## config.mk

```make
export PLATFORM = sky130hd
export DESIGN_NAME = dcache_ctrl
export DESIGN_NICKNAME = d
export VERILOG_FILES = /design/src/rtl/dcache_ctrl.sv
export SDC_FILE = /design/constraint.sdc
export NUM_CORES = 1
export LEC_CHECK = 0
export BUFFER_PORTS_ARGS = -buffer_cell sky130_fd_sc_hd__buf_2
export CAP_MARGIN = 30
export CELL_PAD_IN_SITES_DETAIL_PLACEMENT = 0
export CELL_PAD_IN_SITES_GLOBAL_PLACEMENT = 1
export CORE_MARGIN = 2
export CORE_UTILIZATION = 35
export DETAILED_ROUTE_END_ITERATION = 6
export GPL_TIMING_DRIVEN = 1
export PLACE_DENSITY_LB_ADDON = 0.05
export SLEW_MARGIN = 20
export SYNTH_ARGS = -nofsm -noshare
export SYNTH_HDL_FRONTEND = slang
export SYNTH_SLANG_ARGS = --single-unit
export TNS_END_PERCENT = 30
```

## constraint.sdc

```tcl
create_clock -name clk_i -period 9.1 [get_ports clk_i]
set_clock_uncertainty 0.15 [all_clocks]
set_input_delay 1.82 -clock clk_i [delete_from_list [all_inputs] [get_ports clk_i]]
set_output_delay 1.82 -clock clk_i [all_outputs]
set_load 0.02 [all_outputs]
```

## src/rtl/dcache_ctrl.sv

```systemverilog
// dcache_ctrl: direct-mapped, write-back, write-allocate data cache.
// Ports: clk_i/rst_i (sync, active-high); cpu_* MEM-stage side with
// cpu_stall_o freezing the pipeline on a miss; mem_* word-wide req/ack
// memory side; hit_count_o/miss_count_o statistics, live only when
// DCACHE_STATS_EN is defined (tied to 0 otherwise).
module dcache_ctrl #(
  parameter int NUM_SETS = 16
) (
  input  logic        clk_i,
  input  logic        rst_i,
  input  logic        cpu_req_i,
  input  logic        cpu_we_i,
  input  logic [31:0] cpu_addr_i,
  input  logic [31:0] cpu_wdata_i,
  output logic [31:0] cpu_rdata_o,
  output logic        cpu_stall_o,
  output logic        mem_req_o,
  output logic        mem_we_o,
  output logic [31:0] mem_addr_o,
  output logic [31:0] mem_wdata_o,
  input  logic [31:0] mem_rdata_i,
  input  logic        mem_ack_i,
  output logic [31:0] hit_count_o,
  output logic [31:0] miss_count_o
);

  localparam int IDX  = $clog2(NUM_SETS);
  localparam int TAGW = 30 - IDX;

  typedef enum logic [1:0] {
    IDLE,
    WRITEBACK,
    REFILL
  } state_t;

  state_t state_q;
  state_t state_d;

  logic [NUM_SETS-1:0] valid_q;
  logic [NUM_SETS-1:0] dirty_q;
  logic [TAGW-1:0]     tag_q  [NUM_SETS];
  logic [31:0]         data_q [NUM_SETS];

  logic [IDX-1:0]  idx;
  logic [TAGW-1:0] rtag;
  logic            hit;
  logic            miss;
  logic            line_dirty;
  logic            in_idle;
  logic            store_hit;
  logic            fill;
  logic            unused_addr;

  assign idx         = cpu_addr_i[IDX+1:2];
  assign rtag        = cpu_addr_i[31:IDX+2];
  assign unused_addr = ^cpu_addr_i[1:0];

  assign hit = cpu_req_i & valid_q[idx]
             & (tag_q[idx] == rtag);
  assign miss       = cpu_req_i & ~hit;
  assign line_dirty = valid_q[idx] & dirty_q[idx];
  assign in_idle    = (state_q == IDLE);
  assign store_hit  = in_idle & hit & cpu_we_i;
  assign fill       = (state_q == REFILL) & mem_ack_i;

  // Read port is always live; only meaningful on an unstalled load.
  assign cpu_rdata_o = data_q[idx];

  always_comb begin
    state_d     = state_q;
    cpu_stall_o = 1'b0;
    mem_req_o   = 1'b0;
    mem_we_o    = 1'b0;
    mem_addr_o  = '0;
    mem_wdata_o = '0;
    unique case (state_q)
      IDLE: begin
        if (miss) begin
          cpu_stall_o = 1'b1;
          state_d = line_dirty ? WRITEBACK : REFILL;
        end
      end
      WRITEBACK: begin
        cpu_stall_o = 1'b1;
        mem_req_o   = 1'b1;
        mem_we_o    = 1'b1;
        mem_addr_o  = {tag_q[idx], idx, 2'b00};
        mem_wdata_o = data_q[idx];
        if (mem_ack_i) state_d = REFILL;
      end
      REFILL: begin
        cpu_stall_o = 1'b1;
        mem_req_o   = 1'b1;
        mem_addr_o  = {cpu_addr_i[31:2], 2'b00};
        if (mem_ack_i) state_d = IDLE;
      end
      default: state_d = IDLE;
    endcase
    // Reset abandons any transaction and releases the pipeline at once.
    if (rst_i) begin
      state_d     = IDLE;
      cpu_stall_o = 1'b0;
      mem_req_o   = 1'b0;
      mem_we_o    = 1'b0;
      mem_addr_o  = '0;
      mem_wdata_o = '0;
    end
  end

  always_ff @(posedge clk_i) begin
    if (rst_i) begin
      state_q <= IDLE;
      valid_q <= '0;
      dirty_q <= '0;
    end else begin
      state_q <= state_d;
      if (fill) begin
        valid_q[idx] <= 1'b1;
        dirty_q[idx] <= 1'b0;
      end else if (store_hit) begin
        dirty_q[idx] <= 1'b1;
      end
    end
  end

  // Tag and data arrays carry no reset; valid bits guard them.
  always_ff @(posedge clk_i) begin
    if (!rst_i) begin
      if (fill) begin
        tag_q[idx]  <= rtag;
        data_q[idx] <= mem_rdata_i;
      end else if (store_hit) begin
        data_q[idx] <= cpu_wdata_i;
      end
    end
  end

`ifdef DCACHE_STATS_EN
  logic        replay_q;
  logic [31:0] hit_cnt_q;
  logic [31:0] miss_cnt_q;

  // The hit that replays a refilled access is not a new hit.
  always_ff @(posedge clk_i) begin
    if (rst_i) begin
      replay_q   <= 1'b0;
      hit_cnt_q  <= '0;
      miss_cnt_q <= '0;
    end else begin
      if (fill) begin
        replay_q <= 1'b1;
      end else if (in_idle) begin
        replay_q <= 1'b0;
      end
      if (in_idle & hit & ~replay_q) begin
        hit_cnt_q <= hit_cnt_q + 32'd1;
      end
      if (in_idle & miss) begin
        miss_cnt_q <= miss_cnt_q + 32'd1;
      end
    end
  end

  assign hit_count_o  = hit_cnt_q;
  assign miss_count_o = miss_cnt_q;
`else
  assign hit_count_o  = '0;
  assign miss_count_o = '0;
`endif

endmodule

```

# After elaboration in Yosys (flattened, before gate mapping)
# Memories as Yosys holds them, arrays and structs flattened.
# Cells that the tools add are included.
# totals
register_bits,34
ram_bits,928
input_bits,101
out_inout_bits,163
elab_cells,63
n_memories,2
# mem_list
name,depth,width,read_ports,rd_clocked_by_memory_dff,write_ports,line_no,rtl
data_q,16,32,1,0,1,42,logic [31:0] data_q [NUM_SETS];
tag_q,16,26,1,0,1,41,logic [TAGW-1:0] tag_q [NUM_SETS];
# classes
n_lt_le_gt_ge,2
n_eq_ne,6
muxes,32
bitwise,13
n_reduce_logical,5
# ops
cell,n
$mux 32,4
$pmux 32 s2,1
$mux 16,2
$or 16x16->16,2
$eq 26x26->1,1
$and 16x16->16,1
$mux 1,16
$not 16->16,1
$bmux 1 s4,2
$mux 2,4
$and 1x1->1,7
$ne 2x2->1 const B,3
$pmux 2 s3,1
$lt 4x5->1 const B,1
$demux 1 s4,1
$ge 4x1->1 const B,1
$reduce_and 3->1,1
$eq 2x1->1 const B,1
$eq 2x2->1 const B,1
$logic_not 2->1,1
$pmux 1 s2,1
$reduce_bool 2->1,1
$reduce_or 2->1,1
$logic_and 1x1->1,1
2 further kinds,2

# Longest topological paths before layout
# Gate-level depths: netlist (run 1).
# logic_depth
word_depth,11
mapped_depth,17

# Worst setup path after synthesis (run 1)
# Ideal clock, no wire load.
# synth_timing
path_type,input port to output port
start,in cpu_addr_i[2]
end,out mem_wdata_o[31]
t_arrival_ns,5.026
required_time_ns,7.130
slack_ns,2.104
path_stages,11
n_path_buf,8
cell_sequence,buf_6 buf_6 buf_6 buf_6 buf_4 buf_4 buf_1 buf_1 mux4_2 mux4_2 and2_1
# synth_between
elab_chain_len,3
# synth_rtl
element,line_no,rtl
from (decl),13,"input logic [31:0] cpu_addr_i,"
$mem_v2 16x32,n/a,
named net cpu_rdata_o[31],15,"output logic [31:0] cpu_rdata_o,"
$mux 32,76,unique case (state_q)
$mux 32,100,if (rst_i) begin
to (decl),20,"output logic [31:0] mem_wdata_o,"
# The timed path passes the listed nets, and every way through them passes these cells.

# Worst setup path in the final report (run 1)
# layout_timing
start,in cpu_addr_i[3]
end,out cpu_stall_o
# layout_between
elab_chain_len,9
# layout_rtl
element,line_no,rtl
"parallel branches: the longest is 3 deep, another holds $mem_v2 16x26",n/a,
$and 1x1->1 *,59,& (tag_q[idx] == rtag);
$not 1->1 *,60,assign miss = cpu_req_i & ~hit;
$and 1x1->1 *,60,
$mux 1 *,78,if (miss) begin
$pmux 1 s2 *,76,
$mux 1 *,100,
to (decl),16,"output logic cpu_stall_o,"
# Mark *: on every way between the ends. The select of a mux whose other input is x is not followed.

==> results of run 1 <==
worst max-delay path, cell delays in order:
cell and delay, ns:
buf_8 0.47, nor2b_1 0.30, buf_4 0.28, a22o_1 0.22
a221oi_1 0.39, mux2_2 0.40, a2111o_1 0.39, or4_4 0.46
o31ai_1 0.47, nor2_1 0.11, o21a_1 0.31, buf_2 0.22
layer usage:
| layer | share of wire | track usage | vias up | wire [microns] |
|---|---|---|---|---|
| met1 | 0.44 | 0.262 | 10913 | 48800 |
| met5 | 0.00012 | 0 | - | 13 |
| li1 | - | - | 8805 | - |
| met4 | 0.019 | 0.0427 | 2 | 2120 |
| met3 | 0.040 | 0.0263 | 150 | 4370 |
| met2 | 0.50 | 0.325 | 514 | 55300 |
sequential cells by signal, indices dropped and copies added (netlist names), named ones only:
signal and count:
tag_q 416, data_q 512, valid_q 16, state_q 2
power groups by stage:
stage | Combinational [mW] | Clock [mW] | Sequential [mW]
finish | 0.617 | 4.26 | 4.87
global route | 0.666 | 4.55 | 4.87
CTS | 0.630 | 4.37 | 4.87
detailed placement | 0.629 | 0 | 4.96
global placement | 0.619 | 0 | 4.96
floorplan | 0.406 | 0 | 4.96
cells in the mapped netlist (25+ instances only):
master,n
nor2_1,77
clkbuf_1,63
mux2_2,49
dfxtp_1,34
mux2i_1,95
a21oi_1,44
and2_1,38
edfxtp_1,928
o21ai_0,38
nand2_1,66
mux4_2,240
inv_1,25
buf_4,72
a22oi_1,28
layout make-up:
cell class | instances | share of cell area
flip-flops and latches | 962 | 0.618
multi-input cells | 942 | 0.226
clock buffers | 144 | 0.0630
well taps | 1500 | 0.0406
repair buffers | 276 | 0.0379
clock inverters | 53 | 0.0117
inverters | 25 | 0.00209
diodes | 5 | 0.000271
worst max path at each step:
stage	from	end	depth (start not counted)
6_report	cpu_addr_i[3]	cpu_stall_o	12
3_5_place_dp	cpu_addr_i[4]	cpu_stall_o	12
2_1_floorplan	cpu_addr_i[2]	mem_wdata_o[31]	11
3_3_place_gp	cpu_addr_i[3]	cpu_stall_o	10
4_1_cts	cpu_addr_i[4]	cpu_stall_o	12
5_1_grt	cpu_addr_i[4]	cpu_stall_o	12
through the flow:
| step | hold slack (ns) | cells |
|---|---|---|
| floorplan | 0.271 | 2115 |
| global placement | 0.277 | 3700 |
| detailed placement | 0.283 | 3703 |
| CTS | 0.298 | 3900 |
| global route | 0.313 | 3902 |
| finish | 0.294 | 3907 |
cell families (layout without fill, tap and decap cells):
family | Yosys count | after routing | share of synthesized area
compound gates | 210 | 210 | 0.0364
buf+inv | 211 | 498 | 0.0291
other cells | 1 | 71 | 0.0000946
fa+ha+maj | 4 | 4 | 0.00126
mux | 389 | 389 | 0.176
simple gates | 245 | 245 | 0.0299
flops | 962 | 962 | 0.721
xor+xnor | 28 | 28 | 0.00619
cells in the final DEF, fill, tap and decap left out, drive strengths merged, types with 14 or more instances in the layout:
master and count:
a21oi 44, clkinv 35, and2 38, buf 276
nand3 17, mux2 53, mux2i 96, clkbuf 144
dfxtp 34, inv 32, conb 66, nor2 78
a22oi 28, a21o 16, xor2 14, nand2 66
o21ai 39, mux4 240, edfxtp 928, xnor2 14
==> flow_metrics.env, run 1 <==
export IMPL_pwr_share_clk=0.437
export IMPL_wl_microns=111000
export IMPL_place_ws_ns=1.25
export IMPL_p_sw_mw=2.14
export IMPL_final_hold_violation_count=0
export IMPL_ir_drop_mv=0.140
export IMPL_worstPathMaxFanout=59
export IMPL_finalCritPeriodShare=0.867
export IMPL_r2r_cells=11
export IMPL_p_seq_frac=0.500
export IMPL_worstMarginPinSlew_ns=1.02
export IMPL_die_x_microns=340
export IMPL_path_class="primary input to output port"
export IMPL_final_nets=2420
export IMPL_place_congestion=0.728
export IMPL_cts_setup_buffers=0
export IMPL_swShare=0.219
export IMPL_multiInputGateArea_sq_um=10400
export IMPL_drv_slew=0
export IMPL_synth_warnings=0
export IMPL_yosysTopAreaCellShare=0.703
export IMPL_fillers=10104
export IMPL_postSynthCellCount=2050
export IMPL_postSynth_topFlopCell="edfxtp_1"
export IMPL_clk_path_buf_depth=3
export IMPL_drt_first_pass_iters=5
export IMPL_cts_made_buffers=108
export IMPL_regToRegEndpoint="data_q[5][2]$_DFFE_PP_"
export IMPL_fp_dieH_microns=340
export IMPL_setup_slack_ns=1.21
export IMPL_min_path_cells=1
export IMPL_p_comb_frac=0.063
export IMPL_rr_startpoint="tag_q[5][23]$_DFFE_PP_"
export IMPL_ys_seq_elements=962
export IMPL_cap_violations=0
export IMPL_coreArea_sq_um=112000
export IMPL_detail_route_antenna_nets=0
export IMPL_grt_max_degree=88
export IMPL_status="completed"
export IMPL_p_per_area_nw_per_um2=211
export IMPL_cts_tree="yes"
export IMPL_dr_total_vias=20384
export IMPL_placed_area_sq_um=42700
export IMPL_leakage_nw=15.4
export IMPL_grt_use_total=0.192
export IMPL_end_kind="output port"
export IMPL_via_per_inst=5.22
export IMPL_hold_end="valid_q[10]$_SDFFE_PP0P_"
export IMPL_cts_sinks=962
export IMPL_fmax_mhz=127
export IMPL_seq_area_sq_um=28500
export IMPL_htreeDepth=3
export IMPL_reg2reg_slack_ns=4.16
export IMPL_synth_edf_count=928
export IMPL_hp_start="valid_q[10]$_SDFFE_PP0P_"
export IMPL_start_util=0.353
export IMPL_grt_pass1_vias=21363
export IMPL_min_period_ns=7.89
export IMPL_synth_cell_area_sq_um=39600
export IMPL_root_buffer="clkbuf_16"
export IMPL_power_internal_mw=7.61
export IMPL_finalSetupTns_ns=0
export IMPL_start_kind="primary input"
export IMPL_yosysUniqueCellTypes=68
export IMPL_grt_pass1_wl_microns=159000
export IMPL_avgSynthCellArea_sq_um=19.3
export IMPL_ys_seq_area_frac=0.721
export IMPL_drive_above_1_share=0.318
export IMPL_crit_required_ns=7.13
export IMPL_yosysTopAreaCell="edfxtp_1"
export IMPL_pin_count=264
export IMPL_rsz0062_at_grt="no"
export IMPL_hold_class="flip-flop to flip-flop"
export IMPL_finalPower_mw=9.74
export IMPL_drc=0
export IMPL_relSlewSlack=0.318
export IMPL_clk_latency_ns=0.69
export IMPL_drtIter0Drc=1425
export IMPL_synthToLayoutAreaGrowth_pct=16.5
export IMPL_rows=123
export IMPL_overflow=0
export IMPL_finalInstanceArea_sq_um=46200
export IMPL_place_hpwl_microns=60700
export IMPL_wl_per_cell_microns=28.3
export IMPL_io_buffer_count=195
export IMPL_setup_viol=0
export IMPL_hold_buffers=0
export IMPL_antenna_found_initial=6
export IMPL_cp_arrival_ns=5.92
export IMPL_post_cts_resized=0
export IMPL_ys_async_sr_fraction=0
export IMPL_cts_clk_slew_worst_paths_ns=0.06
export IMPL_dieArea_sq_um=116000
export IMPL_synth_area_top_cells="edfxtp_1 70%, mux4_2 14%, mux2i_1 2.4%"
export IMPL_fin_util=0.411
Power figures use the tool's default switching activity.
==> inputs of run 2 (changes only) <==
==> constraint.sdc (replaced) <==
create_clock -name clk_i -period 7.94 [get_ports clk_i]
set_clock_uncertainty 0.15 [all_clocks]
set_input_delay 1.588 -clock clk_i [delete_from_list [all_inputs] [get_ports clk_i]]
set_output_delay 1.588 -clock clk_i [all_outputs]
set_load 0.02 [all_outputs]
==> run 2 against run 1 <==
Compared with the run above:
- hold slack improved by 0.0057 ns
- first-iteration DRC count fell by 4.6%
- clock power is 16% higher
- final cell count about the same
- sequential power grew 15%
- worst setup slack lost 0.38 ns
- largest power group unchanged
- non-clock buffer count rose by 5
- count of clock-buffer cells in the layout down 8
- routed wire length fell by 0.75%
- sequential share of layout area is 0.50 points lower
- register-to-register slack worse by 1.0 ns
- total power increased by 15%
==> flow_metrics.env, run 2 (same netlist as run 1, synthesis figures left out) <==
export IMPL_status="completed"
export IMPL_clk_latency_ns=0.70
export IMPL_dr_total_vias=20316
export IMPL_n_antenna_cell=0
export IMPL_coreArea_sq_um=112000
export IMPL_cts_sinks=962
export IMPL_r2r_cells=11
export IMPL_end_kind="output port"
export IMPL_drtIter0Drc=1359
export IMPL_via_per_inst=5.20
export IMPL_grt_use_total=0.189
export IMPL_finalPower_mw=11.2
export IMPL_path_class="primary input to output port"
export IMPL_final_cells=3908
export IMPL_wl_per_cell_microns=28.1
export IMPL_min_period_ns=7.11
export IMPL_final_hold_violation_count=0
export IMPL_dieArea_sq_um=116000
export IMPL_final_common_cell="edfxtp_1"
export IMPL_htreeDepth=3
export IMPL_grt_pass1_wl_microns=156000
export IMPL_rr_startpoint="tag_q[6][16]$_DFFE_PP_"
export IMPL_rows=123
export IMPL_hold_class="flip-flop to flip-flop"
export IMPL_final_nets=2424
export IMPL_drc=0
export IMPL_drv_slew=0
export IMPL_p_per_area_nw_per_um2=241
export IMPL_place_ws_ns=0.831
export IMPL_hold_buffers=0
export IMPL_cts_setup_buffers=0
export IMPL_min_path_cells=1
export IMPL_ir_drop_mv=0.162
export IMPL_synthToLayoutAreaGrowth_pct=17.5
export IMPL_cts_tree="yes"
export IMPL_placedCellCount=3707
export IMPL_relSlewSlack=0.349
export IMPL_pin_count=264
export IMPL_cp_arrival_ns=5.37
export IMPL_finalCritPeriodShare=0.896
export IMPL_grtUsageMet1=0.251
export IMPL_reg_top3="data_q (512), tag_q (416), valid_q (16)"
export IMPL_cts_clk_slew_worst_paths_ns=0.06
export IMPL_overflow=0
export IMPL_setup_viol=0
export IMPL_place_hpwl_microns=63400
export IMPL_cts_made_buffers=107
export IMPL_start_kind="primary input"
export IMPL_top_register="data_q"
export IMPL_finalSetupTns_ns=0
export IMPL_leakage_nw=15.5
export IMPL_fmax_mhz=141
export IMPL_antenna_found_initial=6
export IMPL_drive_above_1_share=0.318
export IMPL_die_x_microns=340
export IMPL_rsz0062_at_grt="no"
export IMPL_setup_worst_path_start="cpu_addr_i[4]"
export IMPL_io_buffer_count=195
export IMPL_largest_register_ffs=512
export IMPL_setup_slack_ns=0.829
export IMPL_cap_violations=0
export IMPL_grt_pass1_vias=21088
export IMPL_place_congestion=0.753
export IMPL_grt_max_degree=70
export IMPL_detail_route_antenna_nets=0
export IMPL_use_met3=0.0274
export IMPL_drt_first_pass_iters=5
export IMPL_crit_required_ns=6.20
export IMPL_worstMarginPinSlew_ns=0.976
export IMPL_met2_usage=0.327
export IMPL_fin_util=0.414
export IMPL_wl_microns=110000
export IMPL_fp_dieH_microns=340
export IMPL_hp_start="valid_q[8]$_SDFFE_PP0P_"
export IMPL_start_util=0.353
export IMPL_root_buffer="clkbuf_16"
export IMPL_clk_path_buf_depth=3
export IMPL_post_cts_resized=0
export IMPL_busiest_layer="met2"
export IMPL_mostFrequentLayoutCells="928 x edfxtp_1, 240 x mux4_2, 191 x buf_2"
export IMPL_worstPathMaxFanout=69
-- run 2: cell types whose count changed in the layout (fill, tap and decap cells not counted), moves of 4 or more --
cell       before  now
buf_12          6   25
buf_4          72   56
clkbuf_8        7    0
diode_2         5    0
bufinv_16      10   14
clkinv_1       19   23
-- run 2: cell type report --
| cell class | instances | area, sq um |
|---|---|---|
| timing repair buffer | 281 | 2080 |
| multi-input combinational | 942 | 10400 |
| clock inverter | 62 | 714 |
| clock buffer | 136 | 2790 |
| fill | 10047 | 65800 |
| inverter | 25 | 96.3 |
| sequential | 962 | 28500 |
| tap | 1500 | 1880 |
-- run 2: worst paths after layout --
check | end | slack [ns]
worst max-delay path | cpu_stall_o | 0.83
worst max register to register | data_q[12][8]$_DFFE_PP_ | 3.16
worst min register to register | valid_q[8]$_SDFFE_PP0P_ | 0.30
worst min-delay path | valid_q[8]$_SDFFE_PP0P_ | 0.30
-- run 2: worst max-delay path, cell delays in order --
cell      delay (ns)
buf_6           0.41
buf_12          0.48
mux2i_1         0.14
a22o_1          0.24
a221oi_1        0.35
mux2_2          0.40
a2111o_1        0.39
or4_4           0.48
o31ai_1         0.37
nor2_1          0.10
o21a_1          0.18
buf_2           0.20
-- run 2: through the flow --
stage | hold WS, ns | area [sq um]
2_1_floorplan | 0.271 | 39900
3_3_place_gp | 0.278 | 42900
3_5_place_dp | 0.290 | 43000
4_1_cts | 0.304 | 46500
5_1_grt | 0.317 | 46500
6_report | 0.300 | 46500
-- run 2: power by group --
part	switching, mW	total, mW	internal, mW
Clock	2.01	4.95	2.94
Sequential	0.00406	5.58	5.58
Combinational	0.452	0.706	0.254
-- run 2: metal layers --
metal,vias up,share of wire
met2,459,0.51
met4,4,0.020
li1,8794,-
met5,-,0.00026
met3,143,0.035
met1,10916,0.43
==> inputs of run 3 (changes only) <==
--- a/config.mk
+++ b/config.mk
@@ -5,6 +5,7 @@
 export SDC_FILE = /design/constraint.sdc
 export NUM_CORES = 1
 export LEC_CHECK = 0
+export ABC_AREA = 1
 export BUFFER_PORTS_ARGS = -buffer_cell sky130_fd_sc_hd__buf_2
 export CAP_MARGIN = 30
 export CELL_PAD_IN_SITES_DETAIL_PLACEMENT = 0
==> constraint.sdc (replaced) <==
create_clock -name clk_i -period 7.94 [get_ports clk_i]
set_clock_uncertainty 0.15 [all_clocks]
set_input_delay 1.588 -clock clk_i [delete_from_list [all_inputs] [get_ports clk_i]]
set_output_delay 1.588 -clock clk_i [all_outputs]
set_load 0.01 [all_outputs]
==> run 3 against run 2 <==
Compared with the run above:
- routed wire length grew 9.3%
- register-to-register slack gained 0.53 ns
- worst setup slack gained 0.50 ns
- sequential share of layout area grew 0.92 points
- critical path type unchanged
- final cell count grew 31%
- combinational power shrank 2.8%
- synthesized cell count grew 63%
- maximum frequency grew 7.6%
- highest routed layer unchanged
- via count grew 26%
- total power shrank 2.5%
- die area is essentially flat
==> flow_metrics.env, run 3 <==
export IMPL_fmax_mhz=151
export IMPL_worstMarginPinSlew_ns=0.998
export IMPL_root_buffer="clkbuf_16"
export IMPL_busiest_layer="met2"
export IMPL_mostFrequentLayoutCells="1,225 x nand2_1, 928 x edfxtp_1, 277 x a22oi_1"
export IMPL_dr_total_vias=25678
export IMPL_grt_pass1_wl_microns=173000
export IMPL_grtUsageMet1=0.294
export IMPL_critPathSlowestCell="clkinv_2"
export IMPL_drt_first_pass_iters=5
export IMPL_placed_area_sq_um=42600
export IMPL_crit_path_max_incr_delay_ns=0.77
export IMPL_reg2reg_slack_ns=3.69
export IMPL_post_cts_resized=0
export IMPL_clk_path_buf_depth=3
export IMPL_ys_seq_elements=962
export IMPL_die_x_microns=340
export IMPL_cts_tree="yes"
export IMPL_htreeDepth=3
export IMPL_setup_worst_path_start="cpu_addr_i[4]"
export IMPL_cap_violations=0
export IMPL_cp_depth=13
export IMPL_final_nets=3649
export IMPL_yosysTopAreaCellShare=0.704
export IMPL_cp_top_family="simple AND/OR/NAND/NOR gates"
export IMPL_pin_count=264
export IMPL_avgSynthCellArea_sq_um=11.9
export IMPL_rows=123
export IMPL_yosysUniqueCellTypes=34
export IMPL_rsz0062_at_grt="no"
export IMPL_drive_above_1_share=0.143
export IMPL_ir_drop_mv=0.157
export IMPL_start_util=0.353
export IMPL_clk_latency_ns=0.69
export IMPL_wl_microns=120000
export IMPL_cts_clk_slew_worst_paths_ns=0.05
export IMPL_drv_slew=0
export IMPL_n_antenna_cell=0
export IMPL_worst_path_buf_inv=3
export IMPL_path_class="primary input to output port"
export IMPL_yosysMostFrequentCell="nand2_1"
export IMPL_setup_viol=0
export IMPL_start_kind="primary input"
export IMPL_coreArea_sq_um=112000
export IMPL_rr_startpoint="tag_q[13][23]$_DFFE_PP_"
export IMPL_synth_common_cells="1,225 x nand2_1, 928 x edfxtp_1, 277 x a22oi_1, 185 x nor2_1, 146 x inv_1"
export IMPL_grt_max_degree=137
export IMPL_fillers=10664
export IMPL_ys_seq_area_frac=0.721
export IMPL_overflow=0
export IMPL_use_met3=0.0260
export IMPL_met2_usage=0.330
export IMPL_end_kind="output port"
export IMPL_cts_setup_buffers=0
export IMPL_postSynth_topFlopCell="edfxtp_1"
export IMPL_drtIter0Drc=1907
export IMPL_fp_dieH_microns=340
export IMPL_final_hold_violation_count=0
export IMPL_status="completed"
export IMPL_crit_path_end="cpu_stall_o"
export IMPL_r2r_cells=16
export IMPL_final_common_cell="nand2_1"
export IMPL_drc=0
export IMPL_io_buffer_count=195
export IMPL_grt_pass1_vias=25152
export IMPL_cts_made_buffers=105
export IMPL_finalInstanceArea_sq_um=45900
export IMPL_largest_register_ffs=512
export IMPL_synthToLayoutAreaGrowth_pct=15.8
export IMPL_synth_edf_count=928
export IMPL_postSynthCellCount=3335
export IMPL_top_register="data_q"
export IMPL_cts_sinks=962
export IMPL_hold_buffers=0
export IMPL_regToRegEndpoint="data_q[3][2]$_DFFE_PP_"
export IMPL_detail_route_antenna_nets=0
export IMPL_worstPathMaxFanout=29
export IMPL_yosysTopAreaCell="edfxtp_1"
export IMPL_hold_class="flip-flop to flip-flop"
export IMPL_cp_arrival_ns=4.87
export IMPL_reg_top3="data_q (512), tag_q (416), valid_q (16)"
export IMPL_finalSetupTns_ns=0
export IMPL_dieArea_sq_um=116000
export IMPL_min_period_ns=6.61
export IMPL_relSlewSlack=0.333
export IMPL_grt_use_total=0.204
export IMPL_place_hpwl_microns=64200
export IMPL_synth_area_top_cells="edfxtp_1 70%, nand2_1 12%, a22oi_1 5.3%"
export IMPL_via_per_inst=5.01
export IMPL_ys_async_sr_fraction=0
export IMPL_synth_warnings=0
export IMPL_place_congestion=0.749
export IMPL_crit_required_ns=6.20
export IMPL_p_per_area_nw_per_um2=239
export IMPL_worstPathCellList="buf_2 -> nand2_1 -> clkinv_2 -> o21ai_0 -> nand2_1 -> nor2_1 -> nor2_1 -> nand3_1 -> nor2_1 -> nand2_2 -> nand3_1 -> a211oi_1 -> buf_2"
export IMPL_wl_per_cell_microns=23.4
export IMPL_leakage_nw=17.1
export IMPL_antenna_found_initial=3
export IMPL_cp_common_cell="nor2_1"
export IMPL_synth_cell_area_sq_um=39600
export IMPL_finalCritPeriodShare=0.832
==> run 3: cell types whose count changed after synthesis, sizes merged, moves of 17 or more <==
cell / before / now
a21oi: 44 / 65
a22oi: 28 / 277
and2: 38 / 0
buf: 123 / 141
clkbuf: 63 / 98
inv: 25 / 151
mux2: 53 / 0
mux2i: 96 / 0
mux4: 240 / 0
nand2: 66 / 1228
nand3: 17 / 71
nand4: 4 / 58
nor2: 78 / 215
o21ai: 39 / 22
==> run 3: per-stage QoR <==
step	utilization	power [mW]	instances	hold WS, ns	setup WS [ns]
floorplan	-	6.11	3400	0.292	2.50
global placement	0.377	6.38	4929	0.304	1.21
detailed placement	0.379	6.39	4937	0.314	1.09
CTS	0.408	11.1	5128	0.322	1.20
global route	0.408	11.3	5128	0.333	1.01
finish	0.408	11.0	5128	0.322	1.33
==> run 3: worst min-delay path by stage <==
stage | from | endpoint | slack [ns] | cells after the start
global route | flip-flop | flip-flop | 0.33 | 2
global placement | flip-flop | flip-flop | 0.30 | 2
CTS | flip-flop | flip-flop | 0.32 | 2
detailed placement | flip-flop | flip-flop | 0.31 | 2
finish | flip-flop | flip-flop | 0.32 | 2
floorplan | flip-flop | flip-flop | 0.29 | 2
==> run 3: layout make-up <==
| cell class | count | area [sq um] | area share |
|---|---|---|---|
| Clock inverter | 55 | 485 | 0.0106 |
| Inverter | 152 | 586 | 0.0128 |
| Timing Repair Buffer | 276 | 1850 | 0.0404 |
| Tap cell | 1500 | 1880 | 0.0409 |
| Clock buffer | 136 | 2790 | 0.0608 |
| Sequential cell | 962 | 28500 | 0.623 |
| Multi-Input combinational cell | 2047 | 9720 | 0.212 |
==> run 3: report_power, final <==
| part | internal [mW] | leakage [nW] | switching (mW) | total, mW |
|---|---|---|---|---|
| registers | 5.58 | 8.62 | 0.00434 | 5.58 |
| clock network | 2.72 | 1.59 | 1.96 | 4.68 |
| logic | 0.175 | 6.88 | 0.511 | 0.686 |
==> run 3: layer usage <==
metal,vias to the layer above,wire length (microns)
met5,-,16
met4,2,1990
met3,125,5490
met2,647,56000
met1,12964,56500
li1,11940,-
==> run 3: logic make-up (layout without fill, tap and decap cells) <==
family,after synthesis,after routing,share of synthesized area
adders and majority gates,4,4,0.00126
DFF,962,962,0.721
AOI/OAI and AO/OA,394,394,0.0716
other,1,66,0.0000947
and+or+nand+nor,1582,1582,0.159
xor gates and xnor gates,1,1,0.000221
buffers and inverters,391,619,0.0469
==> run 3: worst register-to-register path, delay by kind of cell (launching register included) <==
family | cells | cell delay [ns]
simple gates | 14 | 2.32
compound gates | 1 | 0.68
flops | 1 | 0.35
buf+inv | 1 | 0.42
